## src/rtl/logs_voice.sv

```systemverilog
// ---------------------------------------------------------------------------
// logs_voice
//
// One square-wave tone voice producing a single 1-bit audio line for the
// mixer. Notes arrive over a valid/ready handshake into a one-entry pending
// register. A queued note is swapped in on the exact edge the current note
// ends, so consecutive notes play without a silent gap.
//
// Ports:
//   clk          clock
//   reset        synchronous reset, active-high
//   note_valid   upstream offers a note
//   note_ready   voice can accept a note (combinational: !pend_full && !reset)
//   note_period  half-period in clk cycles; 0 = rest
//   note_dur     note length in tick strobes; 0 = zero-length note
//   tick         one-cycle duration time-base strobe
//   audio_out    registered square-wave output
//   busy         registered; high while playing or while a note is pending
// ---------------------------------------------------------------------------
module logs_voice #(
  parameter int PBITS = 12,
  parameter int DBITS = 8
) (
  input  logic             clk,
  input  logic             reset,
  input  logic             note_valid,
  output logic             note_ready,
  input  logic [PBITS-1:0] note_period,
  input  logic [DBITS-1:0] note_dur,
  input  logic             tick,
  output logic             audio_out,
  output logic             busy
);

  typedef enum logic [0:0] {
    IDLE = 1'b0,
    PLAY = 1'b1
  } state_t;

  state_t           state;
  state_t           state_next;

  logic             pend_full;
  logic             pend_full_next;
  logic [PBITS-1:0] pend_period;
  logic [DBITS-1:0] pend_dur;

  logic [PBITS-1:0] period_r;
  logic [PBITS-1:0] phase_cnt;
  logic [DBITS-1:0] dur_cnt;

  logic             accept;
  logic             load;
  logic             note_end;
  logic             phase_wrap;

  // Ready looks only at the registered pending flag, so a note can never be
  // accepted on the same edge the pending entry is moved into the player.
  assign note_ready = !pend_full && !reset;
  assign accept     = note_valid && note_ready;

  // Last cycle of a half-period. Only used when period_r is nonzero, so the
  // subtraction never has to represent -1.
  assign phase_wrap = (phase_cnt == (period_r - PBITS'(1)));

  // Next-state logic. A zero-length note ends on its first PLAY cycle
  // whatever tick does. A note ending with another one pending reloads on
  // the same edge and stays in PLAY.
  always_comb begin
    state_next     = state;
    load           = 1'b0;
    note_end       = 1'b0;
    pend_full_next = pend_full;

    case (state)
      IDLE: begin
        if (pend_full) begin
          load       = 1'b1;
          state_next = PLAY;
        end
      end
      PLAY: begin
        note_end = (dur_cnt == '0) || (tick && (dur_cnt == DBITS'(1)));
        if (note_end) begin
          if (pend_full) begin
            load       = 1'b1;
            state_next = PLAY;
          end else begin
            state_next = IDLE;
          end
        end
      end
    endcase

    // accept and load are mutually exclusive: accept needs an empty
    // pending entry and load needs a full one.
    if (load) begin
      pend_full_next = 1'b0;
    end else if (accept) begin
      pend_full_next = 1'b1;
    end
  end

  // State, pending register and busy flag.
  always_ff @(posedge clk) begin
    if (reset) begin
      state       <= IDLE;
      pend_full   <= 1'b0;
      pend_period <= '0;
      pend_dur    <= '0;
      busy        <= 1'b0;
    end else begin
      state     <= state_next;
      pend_full <= pend_full_next;
      if (accept) begin
        pend_period <= note_period;
        pend_dur    <= note_dur;
      end
      busy <= (state_next == PLAY) || pend_full_next;
    end
  end

  // Active note: phase counter, duration counter and the square-wave level.
  // A load restarts the waveform low with a fresh phase. Any tick on the load
  // edge is dropped because dur_cnt is overwritten.
  always_ff @(posedge clk) begin
    if (reset) begin
      period_r  <= '0;
      phase_cnt <= '0;
      dur_cnt   <= '0;
      audio_out <= 1'b0;
    end else if (load) begin
      period_r  <= pend_period;
      dur_cnt   <= pend_dur;
      phase_cnt <= '0;
      audio_out <= 1'b0;
    end else if ((state == PLAY) && !note_end) begin
      if (tick && (dur_cnt > DBITS'(1))) begin
        dur_cnt <= dur_cnt - DBITS'(1);
      end
      if (period_r == '0) begin
        phase_cnt <= '0;
        audio_out <= 1'b0;
      end else if (phase_wrap) begin
        phase_cnt <= '0;
        audio_out <= !audio_out;
      end else begin
        phase_cnt <= phase_cnt + PBITS'(1);
      end
    end else begin
      phase_cnt <= '0;
      audio_out <= 1'b0;
    end
  end

endmodule

```

## config.mk

```make
export PLATFORM = sky130hd
export DESIGN_NAME = logs_voice
export DESIGN_NICKNAME = d
export VERILOG_FILES = /design/src/rtl/logs_voice.sv
export SDC_FILE = /design/constraint.sdc
export NUM_CORES = 1
export LEC_CHECK = 0
export ABC_AREA = 0
export CAP_MARGIN = 5
export CORE_ASPECT_RATIO = 0.6
export CORE_MARGIN = 2
export CORE_UTILIZATION = 50
export CTS_CLUSTER_SIZE = 28
export DETAILED_ROUTE_END_ITERATION = 10
export PLACE_DENSITY = 0.75
export RECOVER_POWER = 50
export SETUP_SLACK_MARGIN = 0.4
export SLEW_MARGIN = 20
export SYNTH_ARGS = -nofsm -noshare
export SYNTH_HDL_FRONTEND = slang
export SYNTH_SLANG_ARGS = --single-unit
```

## constraint.sdc

```tcl
create_clock -name clk -period 3.3 [get_ports clk]
set_input_delay 0.99 -clock clk [delete_from_list [all_inputs] [get_ports clk]]
set_output_delay 0.99 -clock clk [all_outputs]
set_load 0.02 [all_outputs]
```

==> qor.tcl, run 1 <==
set qor(drt_pre_antenna_iters) 4
set qor(clock_latency_ns) 0.31
set qor(most_crowded_layer_after_global_routing) {met1}
set qor(drt.antenna.violating_nets) 0
set qor(run_status) {finished, final reports clean}
set qor(finalSetupViolCount) 0
set qor(insertedDiodeCount) 0
set qor(y_dimension_of_the_die_um) 59.3
set qor(via_count_of_the_first_global_routing_pass) 1801
set qor(cp_data_required_time_ns) 2.31
set qor(path_clk_slew_ns) 0.10
set qor(worst_margin_pin_slew_ns) 1.04
set qor(netlist.top_cell.by_area) {sky130_fd_sc_hd__dfxtp_1}
set qor(skew_ns) 0.00600
set qor(slowest_library_cell_on_the_worst_path) {sky130_fd_sc_hd__dlygate4sd3_1}
set qor(max-vdd-ir-drop_mv) 0.249
set qor(rsz_0062_raised_after_global_routing) {no}
set qor(regArea_um2) 1120
set qor(hold_viol) 0
set qor(switching_power_mw) 0.351
set qor(p_leak_nw) 1.14
set qor(post_synth_main_area_contributors) {sky130_fd_sc_hd__dfxtp_1 44%, sky130_fd_sc_hd__nand2_1 10%, sky130_fd_sc_hd__xor2_1 5.8%}
set qor(critical_path.top_delay_family) {buffers and inverters}
set qor(fill_cells) 452
set qor(final_layout_size_suffix_gt1_frac) 0.0562
set qor(gr-usage-all-layers) 0.202
set qor(pwr-share-comb) 0.142
set qor(synth.cell_area_um2) 2550
set qor(worstPathMaxFanout) 2
set qor(core_region_area_um2) 4980
set qor(cts.root.buffer_cell) {sky130_fd_sc_hd__clkbuf_8}
set qor(timing.reg2reg.setup_slack_ns) 0.63
set qor(maxCapViolations) 0
set qor(count_of_cells_along_the_worst_register_to_register_path) 8
set qor(synth-main-ff-cell) {sky130_fd_sc_hd__dfxtp_1}
set qor(route.detailed.drc) 0
set qor(per_cell_routed_wire_length_um) 13.3
set qor(synthCells) 313
set qor(min-delay-path-class) {flip-flop to flip-flop}
set qor(worstSetupEndpointType) {output pin}
set qor(synthesis.area_per_instance_um2) 8.14
set qor(vias_per_cell) 5.24
set qor(seqPwrFrac) 0.537
set qor(grt_start_max_net_pins) 42
set qor(final_cells) 404
set qor(slew_headroom) 0.307
set qor(setup.worst_path.start_class) {input pin}
set qor(min_period_ns) 2.96
set qor(placed_cells_incl_taps) 396
set qor(area_growth_pct) 17.5
set qor(final_common_cell) {sky130_fd_sc_hd__nand2_1}
set qor(io_pins) 27
set qor(power.clock.fraction) 0.321
set qor(power_density_nw_per_um2) 461
set qor(number_of_vias_in_the_routed_layout) 2118
set qor(swShare) 0.254
set qor(yosysTopAreaCellShare) 0.440
set qor(synth_enable_flop_cells) 0
set qor(routed_wl_mm) 5.36
set qor(asyncSetResetFlopFracSynth) 0
set qor(crit_arrival_ns) 1.97
set qor(nets) 366
set qor(synth.ff_latch_count) 56
set qor(rr_startpoint) {period_r[0]$_SDFFE_PP0P_}
set qor(use_met1) 0.324
set qor(globalRouteMet2Util) 0.263
set qor(fmaxAchievable_mhz) 338
set qor(r2r-end) {audio_out$_SDFFE_PP0N_}
set qor(antenna_found_initial) 0
set qor(synth.net_count) 342
set qor(multi_input_gate_area_um2) 1340
set qor(max_stage_delay_ns) 0.55
set qor(crit_path_start) {reset}
set qor(setup_total_negative_slack_ns) 0
set qor(cp.buffers_inverters) 2
set qor(cts_num_sinks) 56
set qor(tritoncts.num_buffers) 5
set qor(place.gp.congestion) 0.806
set qor(timing_max_transition_violations_final) 0
set qor(path_cells) {dlygate4sd3_1 -> nor2_1 -> clkdlybuf4s15_1}
set qor(p_int_mw) 1.03
set qor(detail_route.iter0.violations) 143
set qor(synth-seq-area-share) 0.440
set qor(grt_first_pass_wirelength_mm) 8.78
set qor(floorplan.initialDensity) 0.512
set qor(die_w_um) 96.2
set qor(dpl.hpwl_mm) 3.82
set qor(worst-setup-path-type) {input pin to output pin}
set qor(worstHoldPathCells) 2
set qor(port_buffers) 26
set qor(commonest_cells_after_routing_fill_and_taps_aside) {70 x sky130_fd_sc_hd__nand2_1, 56 x sky130_fd_sc_hd__dfxtp_1, 28 x sky130_fd_sc_hd__nor2_1}
set qor(ctsLongestPathBuffers) 2
set qor(finalCritPeriodShare) 0.898
set qor(met3_usage) 0.0547
set qor(die-area_um2) 5700
set qor(worst_hold_startpoint) {pend_period[3]$_SDFFE_PP0P_}
set qor(rows) 20
set qor(min_delay_worst_endpoint) {period_r[3]$_SDFFE_PP0P_}
set qor(tritoncts) {yes}
set qor(cts.repair_timing.setup_buffer_count) 0
set qor(overflow) 0
set qor(ys_warnings) 0
set qor(synth_cell_types) 43
set qor(h-tree-depth) 2
## worst register-to-register path, delay by kind of cell (launching register included)
| kind | cells | cell delay (ns) |
|---|---|---|
| buffers and inverters | 1 | 0.07 |
| adders and majority gates | 1 | 0.30 |
| and+or+nand+nor | 2 | 1.07 |
| DFF | 1 | 0.46 |
| xor gates and xnor gates | 1 | 0.18 |
| AOI/OAI and AO/OA | 3 | 0.52 |
## through the flow
stage	total power, mW	cell area [um2]	utilization	hold slack (ns)	setup slack, ns
floorplan	0.878	2550	-	0.432	0.915
detailed placement	0.951	2890	0.580	0.445	0.164
finish	1.38	2990	0.601	0.457	0.338
CTS	1.39	3000	0.602	0.459	0.435
global placement	0.947	2890	0.580	0.444	0.181
global route	1.45	2990	0.601	0.476	0.248
## cell families after synthesis
group,Yosys count,share of synthesized area
simple gates,139,0.248
mux,1,0.00393
fa+ha+maj,5,0.0246
compound gates,62,0.154
xor+xnor,28,0.0963
buf+inv,22,0.0334
flops,56,0.440
## cell usage after synthesis, types with 2 or more instances
master	n
sky130_fd_sc_hd__dfxtp_1	56
sky130_fd_sc_hd__nor3b_1	2
sky130_fd_sc_hd__inv_1	7
sky130_fd_sc_hd__ha_1	5
sky130_fd_sc_hd__clkbuf_1	13
sky130_fd_sc_hd__nand4b_1	2
sky130_fd_sc_hd__a211oi_1	8
sky130_fd_sc_hd__xnor2_1	11
sky130_fd_sc_hd__o21ai_0	22
sky130_fd_sc_hd__o311a_1	2
sky130_fd_sc_hd__nor3_1	9
sky130_fd_sc_hd__nand4_1	2
sky130_fd_sc_hd__nand2_1	70
sky130_fd_sc_hd__nand3_1	6
sky130_fd_sc_hd__xor2_1	17
sky130_fd_sc_hd__nor2_1	28
sky130_fd_sc_hd__and3_1	7
sky130_fd_sc_hd__buf_2	2
sky130_fd_sc_hd__or3_1	3
sky130_fd_sc_hd__a21oi_1	18
## worst max-delay path by stage
stage | endpoint | slack, ns | depth (start not counted)
finish | note_ready | 0.34 | 3
global route | pend_period[2]$_SDFFE_PP0P_ | 0.25 | 6
CTS | note_ready | 0.44 | 3
global placement | note_ready | 0.18 | 3
floorplan | audio_out$_SDFFE_PP0N_ | 0.92 | 8
detailed placement | note_ready | 0.16 | 3
## flip-flops by register name (all words and copies together), names as in the netlist, 8 cells and up
register	cells
dur_cnt	8
pend_dur	8
pend_period	12
period_r	12
phase_cnt	12
## repair_timing
action | CTS | global route
pin swaps | 0 | 0
cloned | 0 | 0
setup endpoints to repair | 1 | 1
hold buffers | 0 | 0
gates resized for setup | 1 | 1
## per-layer routing
layer | vias to the layer above | routed length, um
met1 | 960 | 3010
met5 | - | 0
met3 | 2 | 272
met2 | 46 | 2080
met4 | 0 | 7
li1 | 1110 | -
## layout make-up
class,instances,share of cell area
Timing Repair Buffer,32,0.104
Sequential cell,56,0.374
Clock inverter,3,0.0142
Clock buffer,5,0.0230
Inverter,7,0.00878
Tap cell,66,0.0276
Multi-Input combinational cell,235,0.448
## power groups by stage
stage               sequential (mW)  clock (mW)  combinational, mW
detailed placement            0.756           0              0.195
global route                  0.746       0.480              0.221
CTS                           0.740       0.458              0.196
floorplan                     0.749           0              0.129
finish                        0.741       0.443              0.195
global placement              0.754           0              0.193
(Power assumes the default switching activity.)
==> run 2: changes to the inputs <==
--- a/config.mk
+++ b/config.mk
@@ -14,6 +14,7 @@
 export DETAILED_ROUTE_END_ITERATION = 10
 export PLACE_DENSITY = 0.75
 export RECOVER_POWER = 50
+export REMOVE_ABC_BUFFERS = 1
 export SETUP_SLACK_MARGIN = 0.4
 export SLEW_MARGIN = 20
 export SYNTH_ARGS = -nofsm -noshare
==> run 2 against run 1 <==
Register-to-register slack about the same. Sequential power about the same. Routed wire length increased by 1.3%. Combinational power about the same. Sequential cell count unchanged. First-iteration DRC count decreased by 47%.
==> qor.tcl, run 2 (synthesis gave the netlist of run 1 again) <==
set qor(die-area_um2) 5700 ;# unchanged
set qor(worstPathMaxFanout) 23 ;# +21
set qor(min-delay-path-class) {flip-flop to flip-flop}
set qor(final.setup.worst_slack_ns) 0.470 ;# +0.132 ns
set qor(cp_data_required_time_ns) 3.49 ;# +1.18 ns
set qor(rsz_0062_raised_after_global_routing) {no}
set qor(cts_hold_buf) 0 ;# unchanged
set qor(path_cells) {clkdlybuf4s50_1 -> clkbuf_1 -> inv_1 -> clkbuf_2 -> nand2_1 -> o21ai_0}
set qor(port_buffers) 26 ;# unchanged
set qor(crit_arrival_ns) 3.02 ;# +1.05 ns
set qor(placed_cells_incl_taps) 397 ;# +0.25%
set qor(cts.root.buffer_cell) {sky130_fd_sc_hd__clkbuf_8}
set qor(grt_first_pass_wirelength_mm) 9.18 ;# +4.6%
set qor(cp.buffers_inverters) 4 ;# +2
set qor(core_region_area_um2) 4980 ;# unchanged
set qor(cts_num_sinks) 56 ;# unchanged
set qor(per_cell_routed_wire_length_um) 13.4 ;# +1.0%
set qor(place.gp.congestion) 0.800 ;# -0.78%
set qor(maxCapViolations) 0 ;# unchanged
set qor(finalPower_mw) 1.41 ;# +2.1%
set qor(final_common_cell) {sky130_fd_sc_hd__nand2_1}
set qor(routed_wl_mm) 5.43 ;# +1.3%
set qor(finalSetupViolCount) 0 ;# unchanged
set qor(worst_margin_pin_slew_ns) 1.06 ;# +0.0209 ns
set qor(slew_headroom) 0.293 ;# -0.0140
set qor(setup.worst_path.start_class) {input pin}
set qor(gr-usage-all-layers) 0.212 ;# +0.0103
set qor(area_growth_pct) 17.6 ;# about the same
set qor(drt.antenna.violating_nets) 0 ;# unchanged
set qor(setup_total_negative_slack_ns) 0 ;# unchanged
set qor(route.detailed.drc) 0 ;# unchanged
set qor(min_period_ns) 2.83 ;# -0.132 ns
set qor(floorplan.initialDensity) 0.512 ;# unchanged
set qor(final_cells) 405 ;# +0.25%
set qor(y_dimension_of_the_die_um) 59.3 ;# unchanged
set qor(slowest_library_cell_on_the_worst_path) {sky130_fd_sc_hd__clkbuf_1}
set qor(dpl.hpwl_mm) 3.87 ;# +1.3%
set qor(tritoncts) {yes}
set qor(max_stage_delay_ns) 0.80 ;# +0.25 ns
set qor(nets) 367 ;# +0.27%
set qor(overflow) 0 ;# unchanged
set qor(worst-setup-path-type) {input pin to flip-flop}
set qor(h-tree-depth) 2 ;# unchanged
set qor(clock_latency_ns) 0.32 ;# about the same
set qor(skew_ns) 0.00851 ;# +0.00251 ns
set qor(hold_viol) 0 ;# unchanged
set qor(finalCritPeriodShare) 0.858 ;# -0.0399
set qor(fmaxAchievable_mhz) 353 ;# +4.6%
set qor(run_status) {finished, final reports clean}
set qor(insertedDiodeCount) 0 ;# unchanged
set qor(crit_path_start) {reset}
set qor(vias_per_cell) 5.20 ;# -0.81%
set qor(commonest_cells_after_routing_fill_and_taps_aside) {70 x sky130_fd_sc_hd__nand2_1, 56 x sky130_fd_sc_hd__dfxtp_1, 28 x sky130_fd_sc_hd__nor2_1}
set qor(via_count_of_the_first_global_routing_pass) 1964 ;# +9.1%
set qor(ctsLongestPathBuffers) 2 ;# unchanged
set qor(drt_pre_antenna_iters) 5 ;# +1
set qor(worstSetupEndpointType) {flip-flop}
set qor(rows) 20 ;# unchanged
set qor(path_clk_slew_ns) 0.10 ;# about the same
set qor(dpl_worst_slack_ns) 0.146 ;# -0.0176 ns
set qor(max-vdd-ir-drop_mv) 0.202 ;# -19%
set qor(largestRegisters) {pend_period: 12 flops, period_r: 12 flops, phase_cnt: 12 flops}
set qor(timing.reg2reg.setup_slack_ns) 0.63 ;# about the same
set qor(rr_startpoint) {period_r[0]$_SDFFE_PP0P_}
set qor(detail_route.iter0.violations) 76 ;# -47%
set qor(timing_max_transition_violations_final) 0 ;# unchanged
set qor(antenna_found_initial) 0 ;# unchanged
set qor(p_leak_nw) 1.13 ;# -0.41%
set qor(io_pins) 27 ;# unchanged
set qor(power_density_nw_per_um2) 470 ;# +2.0%
set qor(number_of_vias_in_the_routed_layout) 2106 ;# -0.57%
set qor(critical_path.top_delay_family) {buffers and inverters}
set qor(worst_hold_startpoint) {pend_period[4]$_SDFFE_PP0P_}
set qor(die_w_um) 96.2 ;# unchanged
set qor(cts.repair_timing.setup_buffer_count) 0 ;# unchanged
set qor(final_layout_size_suffix_gt1_frac) 0.0590 ;# +0.00278
set qor(tritoncts.num_buffers) 5 ;# unchanged
set qor(grt_start_max_net_pins) 27 ;# -36%
run 2: changes by cell type in the layout (fill, tap and decap cells not counted):
cell                              before  now
sky130_fd_sc_hd__inv_6                 0    1
sky130_fd_sc_hd__clkinv_2              1    0
sky130_fd_sc_hd__clkdlybuf4s50_1      21   23
sky130_fd_sc_hd__clkbuf_1              1    2
sky130_fd_sc_hd__dlygate4sd3_1         4    2
sky130_fd_sc_hd__clkdlybuf4s15_1       1    0
sky130_fd_sc_hd__clkbuf_2              1    2
run 2: where the power goes:
group	switching [mW]	internal, mW	total (mW)
clock network	0.242	0.229	0.471
logic	0.105	0.0922	0.198
registers	0.0284	0.712	0.740
total	0.375	1.03	1.41
run 2: worst paths after layout:
| kind | cells past startpoint | end |
|---|---|---|
| worst min register to register | 2 | period_r[4]$_SDFFE_PP0P_ |
| worst min-delay path | 2 | period_r[4]$_SDFFE_PP0P_ |
| worst max-delay path | 6 | pend_period[8]$_SDFFE_PP0P_ |
| worst max register to register | 8 | audio_out$_SDFFE_PP0N_ |
run 2: timing repair:
| item | 4_1_cts | 5_1_grt |
|---|---|---|
| resized for setup | 1 | 2 |
| pin swaps | 0 | 0 |
| setup endpoints to repair | 1 | 1 |
run 2: final cells by class:
| cell class | count | area (um2) |
|---|---|---|
| fill | 460 | 1980 |
| sequential | 56 | 1120 |
| inverter | 7 | 26.3 |
| timing repair buffer | 33 | 310 |
| tap | 66 | 82.6 |
| clock inverter | 3 | 46.3 |
| clock buffer | 5 | 68.8 |
| multi-input combinational | 235 | 1340 |
run 2: routing by layer:
layer	share of wire	wire length (um)	track usage
met3	0.037	200	0.0471
met4	0.013	68	0.0612
met5	0	0	0
met1	0.56	3060	0.322
met2	0.39	2110	0.300
run 2: worst min-delay path: stages, from the launching register on:
cell,delay [ns]
sky130_fd_sc_hd__dfxtp_1,0.32
sky130_fd_sc_hd__nand2_1,0.05
sky130_fd_sc_hd__a21oi_1,0.05
run 2: stage by stage:
step | hold slack (ns) | cell area, um2 | util
finish | 0.463 | 3000 | 0.602
floorplan | 0.426 | 2490 | -
global route | 0.481 | 3000 | 0.602
CTS | 0.462 | 3010 | 0.605
detailed placement | 0.447 | 2900 | 0.582
global placement | 0.440 | 2900 | 0.582
==> run 3: changes to the inputs <==
==> constraint.sdc (replaced) <==
create_clock -name clk -period 3.6 [get_ports clk]
set_input_delay 1.08 -clock clk [delete_from_list [all_inputs] [get_ports clk]]
set_output_delay 1.08 -clock clk [all_outputs]
set_load 0.02 [all_outputs]
==> run 3 against run 2 <==
Combinational power shrank 10%. Highest routed layer unchanged. Final area grew 0.38%. Critical path type is now input pin to output pin. Final cell count shrank 0.25%. Sequential share of layout area shrank 0.14 points. Register-to-register slack gained 0.29 ns.
==> qor.tcl, run 3 (synthesis gave the netlist of run 1 again) <==
set qor(run_status) {finished, final reports clean}
set qor(gr-usage-all-layers) 0.203 ;# -0.00906
set qor(dpl.hpwl_mm) 3.72 ;# -3.7%
set qor(number_of_vias_in_the_routed_layout) 2153 ;# +2.2%
set qor(die_w_um) 96.2 ;# unchanged
set qor(overflow) 0 ;# unchanged
set qor(ctsLongestPathBuffers) 2 ;# unchanged
set qor(io_pins) 27 ;# unchanged
set qor(grt_start_max_net_pins) 28 ;# +3.7%
set qor(vias_per_cell) 5.33 ;# +2.5%
set qor(drt_pre_antenna_iters) 5 ;# unchanged
set qor(cts_hold_buf) 0 ;# unchanged
set qor(worstSetupEndpointType) {output pin}
set qor(commonest_cells_after_routing_fill_and_taps_aside) {70 x sky130_fd_sc_hd__nand2_1, 56 x sky130_fd_sc_hd__dfxtp_1, 28 x sky130_fd_sc_hd__nor2_1}
set qor(max-vdd-ir-drop_mv) 0.208 ;# +2.5%
set qor(route.detailed.drc) 0 ;# unchanged
set qor(power.clock.fraction) 0.344 ;# +0.010
set qor(final_common_cell) {sky130_fd_sc_hd__nand2_1}
set qor(area_growth_pct) 18.1
set qor(core_region_area_um2) 4980 ;# unchanged
set qor(slew_headroom) 0.283 ;# -0.00945
set qor(rsz_0062_raised_after_global_routing) {no}
set qor(per_cell_routed_wire_length_um) 13.1 ;# -2.2%
set qor(placed_inst_area_um2) 2890 ;# -0.26%
set qor(grt_first_pass_wirelength_mm) 8.83 ;# -3.8%
set qor(switching_power_mw) 0.324 ;# -14%
set qor(timing_max_transition_violations_final) 0 ;# unchanged
set qor(maxCapViolations) 0 ;# unchanged
set qor(cts.root.buffer_cell) {sky130_fd_sc_hd__clkbuf_8}
set qor(nets) 366 ;# -0.27%
set qor(insertedDiodeCount) 0 ;# unchanged
set qor(cp_data_required_time_ns) 2.52 ;# -0.97 ns
set qor(min_period_ns) 3.20
set qor(place.gp.congestion) 0.805 ;# +0.64%
set qor(setup_total_negative_slack_ns) 0 ;# unchanged
set qor(setup.worst_path.start_class) {input pin}
set qor(worstPathMaxFanout) 2 ;# -91%
set qor(via_count_of_the_first_global_routing_pass) 1893 ;# -3.6%
set qor(path_clk_slew_ns) 0.10 ;# about the same
set qor(detail_route.iter0.violations) 84 ;# +11%
set qor(floorplan.initialDensity) 0.512 ;# unchanged
set qor(port_buffers) 26 ;# unchanged
set qor(largestRegisters) {pend_period: 12 flops, period_r: 12 flops, phase_cnt: 12 flops}
set qor(clock_latency_ns) 0.31 ;# about the same
set qor(drt.antenna.violating_nets) 0 ;# unchanged
set qor(tritoncts.num_buffers) 5 ;# unchanged
set qor(crit_arrival_ns) 2.12 ;# -0.90 ns
set qor(pwr-share-comb) 0.136 ;# -0.004
set qor(p_leak_nw) 1.15 ;# +1.2%
set qor(antenna_found_initial) 0 ;# unchanged
set qor(hold_viol) 0 ;# unchanged
set qor(final_layout_size_suffix_gt1_frac) 0.0562 ;# -0.00278
set qor(final_design_area_no_fill_um2) 3010 ;# +0.38%
set qor(skew_ns) 0.00412 ;# -0.00440 ns
set qor(p_int_mw) 0.982 ;# -4.9%
set qor(y_dimension_of_the_die_um) 59.3 ;# unchanged
set qor(finalSetupViolCount) 0 ;# unchanged
set qor(worst_margin_pin_slew_ns) 1.07 ;# +0.0142 ns
set qor(routed_wl_mm) 5.30 ;# -2.5%
set qor(h-tree-depth) 2 ;# unchanged
set qor(worst-setup-path-type) {input pin to output pin}
set qor(cts_num_sinks) 56 ;# unchanged
set qor(min-delay-path-class) {flip-flop to flip-flop}
set qor(die-area_um2) 5700 ;# unchanged
set qor(cts.repair_timing.setup_buffer_count) 0 ;# unchanged
set qor(seqPwrFrac) 0.519 ;# -0.007
set qor(rows) 20 ;# unchanged
set qor(fmaxAchievable_mhz) 312
set qor(power_density_nw_per_um2) 434 ;# -7.6%
set qor(finalCritPeriodShare) 0.889
set qor(tritoncts) {yes}
set qor(swShare) 0.248 ;# -0.0182
run 3: area by class of cell:
cell class | count | area, um2
clock buffers | 7 | 96.3
clock inverters | 1 | 30.0
fillers | 462 | 1970
inverters | 7 | 26.3
multi-input cells | 235 | 1340
flip-flops and latches | 56 | 1120
well taps | 66 | 82.6
repair buffers | 32 | 310
run 3: final timing paths:
kind,startpoint,to,slack [ns],depth (start not counted)
worst max-delay path,reset,note_ready,0.40,3
worst min-delay path,pend_period[1]$_SDFFE_PP0P_,period_r[1]$_SDFFE_PP0P_,0.46,2
worst max register to register,period_r[0]$_SDFFE_PP0P_,audio_out$_SDFFE_PP0N_,0.92,8
worst min register to register,pend_period[1]$_SDFFE_PP0P_,period_r[1]$_SDFFE_PP0P_,0.46,2
run 3: stage by stage:
step                hold WS [ns]  utilization  cells  setup WS (ns)  power [mW]
floorplan                  0.426            -    298           1.10       0.797
global placement           0.440        0.580    396          0.240       0.867
detailed placement         0.444        0.580    396          0.260       0.870
CTS                        0.459        0.605    404          0.521        1.31
global route               0.483        0.604    404          0.359        1.37
finish                     0.455        0.604    404          0.398        1.31
run 3: timing repair:
| action | CTS | global route |
|---|---|---|
| endpoints found under the setup margin | 1 | 0 |
| endpoints found under the hold margin | 0 | 0 |
| resized for setup | 1 | 0 |
run 3: layer usage:
layer	GRT usage	wire length [um]	up-vias
li1	-	-	1109
met1	0.310	2940	991
met2	0.282	2040	45
met3	0.0509	252	8
met4	0.0551	71	0
met5	0	0	-
run 3: critical path, cell delays in order:
cell and delay, ns:
sky130_fd_sc_hd__dlygate4sd3_1 0.57, sky130_fd_sc_hd__nor2_1 0.12, sky130_fd_sc_hd__dlygate4sd2_1 0.35
run 3: power by group through the flow:
stage          Combinational, mW  Sequential [mW]  Clock [mW]
5_1_grt                    0.202            0.683       0.483
2_1_floorplan              0.111            0.686           0
3_5_place_dp               0.178            0.692           0
6_report                   0.178            0.678       0.450
4_1_cts                    0.179            0.677       0.452
3_3_place_gp               0.176            0.691           0
